### src/rtl/pipe_ctrl_pkg.sv
// Shared types and constants for the pipeline hazard controller.
package pipe_ctrl_pkg;

   localparam int REG_AW = 5;
   localparam int FWD_W  = 2;

   // EX operand source select.
   typedef enum logic [FWD_W-1:0] {
      FWD_RF  = 2'b00,
      FWD_MEM = 2'b01,
      FWD_WB  = 2'b10
   } fwd_sel_e;

   // Per-stage bookkeeping carried alongside each in-flight instruction.
   typedef struct packed {
      logic vld;
      logic ctrl;
      logic mispred;
   } stage_info_t;

   localparam stage_info_t STAGE_EMPTY = '{vld: 1'b0, ctrl: 1'b0, mispred: 1'b0};

endpackage

### src/rtl/pipe_raw_detect.sv
// Register-dependency comparator: checks N_SRC source registers against two
// producer destinations. A producer with rd = x0 never matches.
module pipe_raw_detect import pipe_ctrl_pkg::*; #(
   parameter int N_SRC = 1,
   parameter int AW    = REG_AW
) (
   input  logic [N_SRC-1:0][AW-1:0] src_rs_i,
   input  logic [N_SRC-1:0]         src_use_i,
   input  logic [AW-1:0]            p0_rd_i,
   input  logic                     p0_en_i,
   input  logic [AW-1:0]            p1_rd_i,
   input  logic                     p1_en_i,
   output logic [N_SRC-1:0]         hit_p0_o,
   output logic [N_SRC-1:0]         hit_p1_o
);

   // Per-source match against each enabled, non-x0 producer.
   always_comb begin
      // NOTE: every output gets a default before the loop, so no bit can hold its old value (no latch).
      hit_p0_o = '0;
      hit_p1_o = '0;
      for (int i = 0; i < N_SRC; i++) begin
         hit_p0_o[i] = src_use_i[i] & p0_en_i & (p0_rd_i != '0) & (src_rs_i[i] == p0_rd_i);
         hit_p1_o[i] = src_use_i[i] & p1_en_i & (p1_rd_i != '0) & (src_rs_i[i] == p1_rd_i);
      end
   end

endmodule

### src/rtl/pipe_hazard_ctrl.sv
// Hazard and sequencing controller for the 5-stage pipeline: stage valid
// bits, stall/bubble/flush/redirect, EX forwarding selects, WB commit strobes.
// Build option: define PIPE_FWD_EN to enable operand forwarding; without it
// the forwarding selects read 00 and any EX/MEM producer stalls ID.
module pipe_hazard_ctrl #(
   parameter int REG_AW = pipe_ctrl_pkg::REG_AW,
   parameter int FWD_W  = pipe_ctrl_pkg::FWD_W
) (
   input  logic              i_clk,
   input  logic              i_reset,
   input  logic              i_if_vld,
   input  logic [REG_AW-1:0] i_id_rs1,
   input  logic [REG_AW-1:0] i_id_rs2,
   input  logic              i_id_use_rs1,
   input  logic              i_id_use_rs2,
   input  logic              i_id_ctrl,
   input  logic [REG_AW-1:0] i_ex_rs1,
   input  logic [REG_AW-1:0] i_ex_rs2,
   input  logic [REG_AW-1:0] i_ex_rd,
   input  logic [REG_AW-1:0] i_mem_rd,
   input  logic [REG_AW-1:0] i_wb_rd,
   input  logic              i_ex_wen,
   input  logic              i_mem_wen,
   input  logic              i_wb_wen,
   input  logic              i_ex_load,
   input  logic              i_ex_mispred,
   input  logic              i_lsu_busy,
   output logic              o_stall_if,
   output logic              o_stall_id,
   output logic              o_bubble_ex,
   output logic              o_flush_id,
   output logic              o_redirect,
   output logic [FWD_W-1:0]  o_fwd_a,
   output logic [FWD_W-1:0]  o_fwd_b,
   output logic              o_insn_vld,
   output logic              o_ctrl,
   output logic              o_mispred
);
   import pipe_ctrl_pkg::*;

`ifdef PIPE_FWD_EN
   localparam bit FWD_ON = 1'b1;
`else
   localparam bit FWD_ON = 1'b0;
`endif

   stage_info_t ex_q, ex_d, mem_q, mem_d, wb_q, wb_d;
   logic        id_vld_q, id_vld_d;
   logic        wb_done_q, wb_done_d;   // WB strobe already issued while frozen
   logic        active_q;               // low on the first cycle after reset release
   logic        run, frz, mispred, raw_hit, raw_stall;
   logic        id_ex_en, id_mem_en;
   logic [1:0]  id_hit_p0, id_hit_p1;
   logic        fa_mem, fa_wb, fb_mem, fb_wb;
   fwd_sel_e    fwd_a_sel, fwd_b_sel;

   assign run     = i_reset & active_q;
   assign frz     = run & i_lsu_busy;
   assign mispred = run & ex_q.vld & ex_q.ctrl & i_ex_mispred;

   // With forwarding only a load in EX can hurt ID; without it any EX/MEM writer does.
   assign id_ex_en  = ex_q.vld & i_ex_wen & (i_ex_load | !FWD_ON);
   assign id_mem_en = mem_q.vld & i_mem_wen & !FWD_ON;

   pipe_raw_detect #(.N_SRC(2), .AW(REG_AW)) u_id_raw (
      .src_rs_i  ({i_id_rs2, i_id_rs1}),
      .src_use_i ({i_id_use_rs2, i_id_use_rs1}),
      .p0_rd_i   (i_ex_rd),
      .p0_en_i   (id_ex_en),
      .p1_rd_i   (i_mem_rd),
      .p1_en_i   (id_mem_en),
      .hit_p0_o  (id_hit_p0),
      .hit_p1_o  (id_hit_p1)
   );

   pipe_raw_detect #(.N_SRC(1), .AW(REG_AW)) u_fwd_a (
      .src_rs_i  (i_ex_rs1),
      .src_use_i (1'b1),
      .p0_rd_i   (i_mem_rd),
      .p0_en_i   (mem_q.vld & i_mem_wen),
      .p1_rd_i   (i_wb_rd),
      .p1_en_i   (wb_q.vld & i_wb_wen),
      .hit_p0_o  (fa_mem),
      .hit_p1_o  (fa_wb)
   );

   pipe_raw_detect #(.N_SRC(1), .AW(REG_AW)) u_fwd_b (
      .src_rs_i  (i_ex_rs2),
      .src_use_i (1'b1),
      .p0_rd_i   (i_mem_rd),
      .p0_en_i   (mem_q.vld & i_mem_wen),
      .p1_rd_i   (i_wb_rd),
      .p1_en_i   (wb_q.vld & i_wb_wen),
      .hit_p0_o  (fb_mem),
      .hit_p1_o  (fb_wb)
   );

   assign raw_hit   = |{id_hit_p0, id_hit_p1};
   // A misprediction squashes the ID instruction, so its hazard is moot.
   assign raw_stall = run & id_vld_q & raw_hit & !mispred;

   // Reset-release tracker keeps combinational controls quiet for one cycle.
   always_ff @(posedge i_clk) begin
      // NOTE: sequential state uses non-blocking assignments so all registers update from pre-edge values.
      if (!i_reset) active_q <= 1'b0;
      else          active_q <= 1'b1;
   end

   // Next state: hold on freeze, otherwise advance with squash/stall overrides.
   always_comb begin
      id_vld_d  = id_vld_q;
      ex_d      = ex_q;
      mem_d     = mem_q;
      wb_d      = wb_q;
      wb_done_d = wb_done_q | wb_q.vld;
      if (!frz) begin
         wb_done_d     = 1'b0;
         wb_d          = mem_q;
         mem_d         = ex_q;
         mem_d.mispred = mispred;
         ex_d          = '{vld: id_vld_q, ctrl: id_vld_q & i_id_ctrl, mispred: 1'b0};
         id_vld_d      = i_if_vld;
         if (mispred) begin
            ex_d     = STAGE_EMPTY;
            id_vld_d = 1'b0;
         end else if (raw_stall) begin
            ex_d     = STAGE_EMPTY;
            id_vld_d = id_vld_q;
         end
      end
   end

   // Stage valid/flag registers with synchronous active-low reset.
   always_ff @(posedge i_clk) begin
      if (!i_reset) begin
         id_vld_q  <= 1'b0;
         ex_q      <= STAGE_EMPTY;
         mem_q     <= STAGE_EMPTY;
         wb_q      <= STAGE_EMPTY;
         wb_done_q <= 1'b0;
      end else begin
         id_vld_q  <= id_vld_d;
         ex_q      <= ex_d;
         mem_q     <= mem_d;
         wb_q      <= wb_d;
         wb_done_q <= wb_done_d;
      end
   end

   // Forwarding priority: MEM over WB over register file.
   always_comb begin
      fwd_a_sel = FWD_RF;
      fwd_b_sel = FWD_RF;
      if (fa_mem)     fwd_a_sel = FWD_MEM;
      else if (fa_wb) fwd_a_sel = FWD_WB;
      if (fb_mem)     fwd_b_sel = FWD_MEM;
      else if (fb_wb) fwd_b_sel = FWD_WB;
   end

   // Pipeline control outputs; a freeze masks bubble, flush and redirect.
   always_comb begin
      o_stall_if  = frz | raw_stall;
      o_stall_id  = frz | raw_stall;
      o_bubble_ex = !frz & raw_stall;
      o_flush_id  = !frz & mispred;
      o_redirect  = !frz & mispred;
      o_fwd_a     = FWD_W'(FWD_RF);
      o_fwd_b     = FWD_W'(FWD_RF);
      if (FWD_ON && run) begin
         o_fwd_a = FWD_W'(fwd_a_sel);
         o_fwd_b = FWD_W'(fwd_b_sel);
      end
   end

   // Commit strobes from registered state; a held WB slot strobes only once.
   assign o_insn_vld = wb_q.vld & !wb_done_q;
   assign o_ctrl     = o_insn_vld & wb_q.ctrl;
   assign o_mispred  = o_insn_vld & wb_q.mispred;

endmodule

### config.mk
export PLATFORM = sky130hd
export DESIGN_NAME = pipe_hazard_ctrl
export DESIGN_NICKNAME = d
export VERILOG_FILES = /design/src/rtl/pipe_ctrl_pkg.sv /design/src/rtl/pipe_raw_detect.sv /design/src/rtl/pipe_hazard_ctrl.sv
export SDC_FILE = /design/constraint.sdc
export NUM_CORES = 1
export LEC_CHECK = 0
export CAP_MARGIN = 10
export CORE_MARGIN = 5
export CORE_UTILIZATION = 34
export DETAILED_ROUTE_END_ITERATION = 10
export GPL_TIMING_DRIVEN = 0
export PLACE_DENSITY_LB_ADDON = 0.3
export SYNTH_ARGS = -nofsm -noshare
export SYNTH_HDL_FRONTEND = slang
export SYNTH_HIERARCHICAL = 1
export SYNTH_SLANG_ARGS = --single-unit
### constraint.sdc
create_clock -name i_clk -period 2.9 [get_ports i_clk]
set_input_delay 0.435 -clock i_clk [delete_from_list [all_inputs] [get_ports i_clk]]
set_output_delay 0.435 -clock i_clk [all_outputs]
set_load 0.05 [all_outputs]
==> results of run 1 <==
-- metal layers --
layer | up-vias | share of wire
met4 | 0 | 0.029
met2 | 45 | 0.45
met3 | 7 | 0.12
li1 | 458 | -
met1 | 391 | 0.41
met5 | - | 0
-- layout by cell type, fill, tap and decap left out, drive strengths merged, types with 2 or more instances in the layout --
| master | n |
|---|---|
| clkdlybuf4s50 | 25 |
| xnor2 | 20 |
| buf | 15 |
| nand2 | 13 |
| dfxtp | 11 |
| nand3 | 9 |
| clkbuf | 7 |
| nor3 | 5 |
| dlygate4sd2 | 5 |
| a21boi | 5 |
| nor2 | 4 |
| and2 | 4 |
| conb | 4 |
| nand4 | 4 |
| o21ai | 4 |
| inv | 2 |
| or4 | 2 |
| o22ai | 2 |
-- Yosys cell counts --
master,number
dfxtp_1,11
nor4b_2,1
and3_1,1
nor3_1,5
o22ai_2,1
a21boi_1,2
and2_1,4
buf_4,6
nor2_1,4
inv_1,2
conb_1,1
o21ai_0,2
o21ai_2,2
or4_1,2
mux2i_1,1
nor2b_1,1
o41a_1,1
xnor2_1,20
a21oi_1,1
nand2_1,13
clkbuf_1,1
a32oi_1,1
o22ai_1,1
buf_2,2
nand4_1,4
o311a_1,1
nor4_1,1
nand3_1,9
a21o_1,1
a21boi_0,3
-- worst reg2reg max path, delay by kind of cell, from the launching register on --
kind	cells	cell delay (ns)
AO/OA/AOI/OAI	3	0.64
buffers and inverters	3	0.40
flip-flops	1	0.35
AND/OR/NAND/NOR	3	0.53
-- final cells by class --
| class | count | area, sq um | share of cell area |
|---|---|---|---|
| clock buffer | 4 | 26.3 | 0.0203 |
| multi-input combinational | 86 | 567 | 0.438 |
| timing repair buffer | 41 | 378 | 0.292 |
| tap | 30 | 37.5 | 0.0290 |
| inverter | 2 | 7.51 | 0.00580 |
| buffer | 9 | 58.8 | 0.0454 |
| sequential | 11 | 220 | 0.170 |
-- final timing paths --
path	start	endpoint	slack (ns)
max	i_mem_rd[2]	o_stall_if	0.06
min	mem_q[0]	wb_q[0]	0.46
max reg2reg	ex_q[2]	ex_q[1]	0.92
min reg2reg	mem_q[0]	wb_q[0]	0.46
-- timing repair --
item	in CTS	in global routing
pin swaps	2	3
setup endpoints to repair	3	3
resized for setup	24	10
cloned	0	0
buffers inserted	3	1
-- stage by stage --
step	cell area [sq um]	util	std cells	total power [mW]	setup TNS, ns
2_1_floorplan	846	-	108	0.228	0
3_3_place_gp	1250	0.520	175	0.289	-2.02
3_5_place_dp	1250	0.520	175	0.290	-2.03
4_1_cts	1290	0.535	182	0.391	0
5_1_grt	1290	0.537	183	0.408	0
6_report	1290	0.537	183	0.389	0
-- flip-flops by register name, indices dropped and copies added (netlist names) --
signal and flops:
wb_done_q 1, active_q 1, id_vld_q 1, wb_q 3
ex_q 2, mem_q 3
-- power groups by stage --
stage               Combinational, mW  Sequential, mW  Clock, mW
CTS                             0.125           0.159      0.107
detailed placement              0.128           0.163          0
global route                    0.134           0.160      0.113
global placement                0.127           0.162          0
floorplan                      0.0671           0.161          0
finish                          0.125           0.159      0.105
-- cell families after synthesis --
family          Yosys count
simple gates             45
xor+xnor                 20
flops                    11
mux                       1
compound gates           16
buf+inv                  11
other cells               1
==> out/metrics.cfg, run 1 <==
[status]
outcome=finished clean

[logic_synthesis]
synth-compound-area-share=0.151
synth_top_family_by_area=simple AND/OR/NAND/NOR gates
synth-simple-area-share=0.279
yosys_register_bits=11
mappedNetlistArea_sq_um=835
synth-xor-area-share=0.210
synthCells=105
avgSynthCellArea_sq_um=7.95
muxShareOfSynthArea=0.0120
ys_types=30
synth_top_area_share=0.264
synth_top_cell_by_area=dfxtp_1
synth_area_leaders=dfxtp_1 26%, xnor2_1 21%, nand2_1 5.8%
synthAdderAreaFrac=0
ys_seq_area_frac=0.264
yosysWarnings=6

[setup_path]
cp_num_cells=9
critPathMaxFanout=3
startpoint_type=input port
crit_path_end_kind=output port
reg2reg_depth=9
critical_path_required_ns=2.47
worstPathArrival_ns=2.40
cpPeakStageDelay_ns=0.55
path_delay_family=compound AO/OA/AOI/OAI gates
cp_cell_sequence=dlygate4sd2_1 -> or4_4 -> o21ai_2 -> nor3_1 -> o41a_1 -> a21oi_1 -> nor2_1 -> buf_4 -> buf_6
critical_path_class=in -> out
timing.critical_path.buf_inv=3
slowest_stage=or4_4

[pwr]
p_sw_mw=0.116
pwr-share-comb=0.322
leakagePower_nw=0.508
clkPwrFrac=0.269
powerDensity_mw_per_mm2=301
intPower_mw=0.273
seq_power_share=0.409
switching_share=0.298
irDropWorstVdd_mv=0.247

[timing]
max_freq_mhz=352
rsz0062_at_grt=false
layout_setup_ws_ns=0.0606
hold_viol=0
fin_crit_ns=2.84
hold_ws_ns=0.463
slew_headroom=0.665
skew_ns=0.000698
finalCritPeriodShare=0.979
tightest_slew_ns=0.501
setup_viol=0
slew_viol_final=0

[grt]
grt_pass1_vias=889
busiest_layer=met2
grt_usage=0.137
grt.overflow.total=0
grt_first_pass_wirelength_um=3750
antenna_found_initial=0
grt_max_degree=11
met3_usage=0.0349
grt_use_met1=0.157
grt_use_met2=0.232

[clock_network]
path_clk_slew_ns=0.07
ctsHoldBuffers=0
numCtsBuffers=3
cts_tree=yes
insertion_delay_ns=0.27
cts.sinks=11
cts-htree-levels=1
ctsRootBufferMaster=clkbuf_4
clockBufferDepth=2

[drt]
first_iter_violations=24
drtAntennaViolNets=0
viasPerCell=4.92
wl_per_cell_um=13.2
wl_um=2420
post-route-drc-count=0
drtPass1Iterations=4
vias=901

[floorplanning]
die_x_um=59.5
die-area_sq_mm=0.00355
die_h_um=59.5
io_pins=59
core_area_sq_mm=0.00241
start_util=0.346
num_rows=18

[placed_design]
port_buffers=37
dp_hpwl_um=1870
pre_cts_ws_ns=-0.767
place_congestion=0.862

[layout]
fin_nets=201
n_antenna_cell=0
drive_gt1_frac=0.170
nFillCells=235
area_growth_pct=55.2

[worst_hold_path]
hold_path.class=reg -> reg
min_path_cells=2

[flow_run]
maxCapViolations=0

(Power assumes the default switching activity.)
==> run 2: changes to the inputs <==
CORE_UTILIZATION = 40   (was 34)
DONT_BUFFER_PORTS = 1   (was default)
==> run 2 against run 1 <==
Against the previous run:
- fmax is 3.3% higher
- first-iteration DRC count up 8.3%
- flip-flop and latch count unchanged
- sequential power hardly changed
- cell area is 29% lower
- utilization decreased by 7.7 points
- clock power barely moved
- die area shrank 13%
- count of clock-buffer cells in the layout unchanged
- power is 13% lower
- non-clock buffer count is 41 lower
- critical path depth shrank 4
==> out/metrics.cfg, run 2 (synthesis results as in run 1) <==
[setup_path]
path_delay_family=simple AND/OR/NAND/NOR gates
r2r-end=ex_q[2]
timing.critical_path.buf_inv=0
critPathMaxFanout=5
crit_path_end_kind=output port
cpPeakStageDelay_ns=0.97
reg2reg_depth=6
cp_cell_sequence=and2_1 -> o21ai_2 -> nor3_1 -> o41a_1 -> nor4b_2
slowest_stage=nor4b_2
critical_path_class=reg -> out
r2r_slack_ns=1.31
timing.rr.start=ex_q[2]
worstPathArrival_ns=2.31
startpoint_type=flop
critical_path_required_ns=2.47

[pwr]
seq_power_share=0.467
pwr-share-comb=0.220
intPower_mw=0.243
irDropWorstVdd_mv=0.254
leakagePower_nw=0.310
clkPwrFrac=0.313
p_sw_mw=0.0974
switching_share=0.287
powerDensity_mw_per_mm2=372

[floorplanning]
die_x_um=55.7
die-area_sq_mm=0.00310
core_area_sq_mm=0.00198
num_rows=16
die_h_um=55.7
io_pins=59
start_util=0.421

[worst_hold_path]
hold_start=i_reset
min_to=active_q
hold_path.class=in -> reg
min_path_cells=0

[timing]
fin_crit_ns=2.75
max_freq_mhz=364
skew_ns=0.00232
rsz0062_at_grt=false
slew_headroom=0.213
hold_viol=0
finalCritPeriodShare=0.948
finalSetupTns_ns=0
tightest_slew_ns=1.18
setup_viol=0
slew_viol_final=0

[grt]
grt_first_pass_wirelength_um=3330
grt_usage=0.133
grt_max_degree=11
grt_pass1_vias=739
grt.overflow.total=0
antenna_found_initial=0

[drt]
post-route-drc-count=0
wl_per_cell_um=14.1
vias=726
wl_um=1960
drtPass1Iterations=4
drtAntennaViolNets=0
first_iter_violations=26
viasPerCell=5.22

[layout]
drive_gt1_frac=0.152
mostFrequentLayoutCell=xnor2_1
final_cell_mix=20 x xnor2_1, 13 x nand2_1, 11 x dfxtp_1
top_regs=mem_q x3, wb_q x3, ex_q x2
area_growth_pct=9.45
fin_nets=160
regArea_sq_um=220
nFillCells=216
finalNonFillerCells=139
multi_input_area_sq_um=567
n_antenna_cell=0

[clock_network]
cts.sinks=11
clockBufferDepth=2
path_clk_slew_ns=0.07
cts_setup_buffers=0
ctsRootBufferMaster=clkbuf_4
numCtsBuffers=3
cts-htree-levels=1
cts_tree=yes
insertion_delay_ns=0.27

[status]
outcome=finished clean

[placed_design]
place_congestion=0.793
dp_hpwl_um=1630
port_buffers=0
dpl.cell_count=135

[flow_run]
maxCapViolations=0

==> run 2: cell types whose count changed in the layout (fill, tap and decap cells not counted), moves of 2 or more <==
cell / delta
or4_4: -2
or4_1: +2
buf_2: -2
dlygate4sd2_1: -5
buf_4: -4
clkdlybuf4s50_1: -25
clkbuf_2: -2
==> run 2: worst max-delay path by stage <==
stage	depth (start not counted)	startpoint	to	slack (ns)
5_1_grt	5	ex_q[2]	o_bubble_ex	0.02
6_report	5	ex_q[2]	o_bubble_ex	0.15
3_5_place_dp	7	i_ex_rd[1]	o_stall_if	0.09
2_1_floorplan	7	i_ex_rd[1]	o_stall_if	0.21
3_3_place_gp	7	i_ex_rd[1]	o_stall_if	0.13
4_1_cts	5	ex_q[2]	o_bubble_ex	0.12
==> run 2: cell type report <==
class / count / area share
flip-flops and latches: 11 / 0.241
plain buffers: 9 / 0.0644
multi-input cells: 86 / 0.621
inverters: 2 / 0.00822
well taps: 27 / 0.0370
clock buffers: 4 / 0.0288
==> run 2: what timing repair did <==
action / CTS / global route
hold buffers: 0 / 0
setup endpoints to repair: 1 / 0
hold endpoints to repair: 0 / 0
resized for setup: 1 / 0
==> run 2: power groups by stage <==
stage,clock network [mW],registers [mW],logic [mW]
after detailed placement,0,0.162,0.0740
after global placement,0,0.162,0.0726
after global routing,0.114,0.159,0.0806
final,0.106,0.159,0.0748
after CTS,0.111,0.159,0.0746
after floorplan,0,0.161,0.0671
==> run 2: routing by layer <==
| metal | wire length (um) | GRT usage |
|---|---|---|
| met1 | 803 | 0.152 |
| met2 | 1000 | 0.221 |
| met3 | 104 | 0.0255 |
| met4 | 55 | 0.0903 |
| met5 | 0 | 0 |
==> run 2: stage by stage <==
step                utilization  power (mW)  hold slack, ns  cell area [sq um]  setup WS, ns
finish                    0.461       0.340           0.184                913         0.152
global route              0.461       0.354           0.177                913        0.0151
CTS                       0.461       0.345           0.177                913         0.119
detailed placement        0.446       0.236           0.455                885        0.0897
global placement          0.444       0.235           0.444                880         0.126
floorplan                     -       0.228           0.435                846         0.213
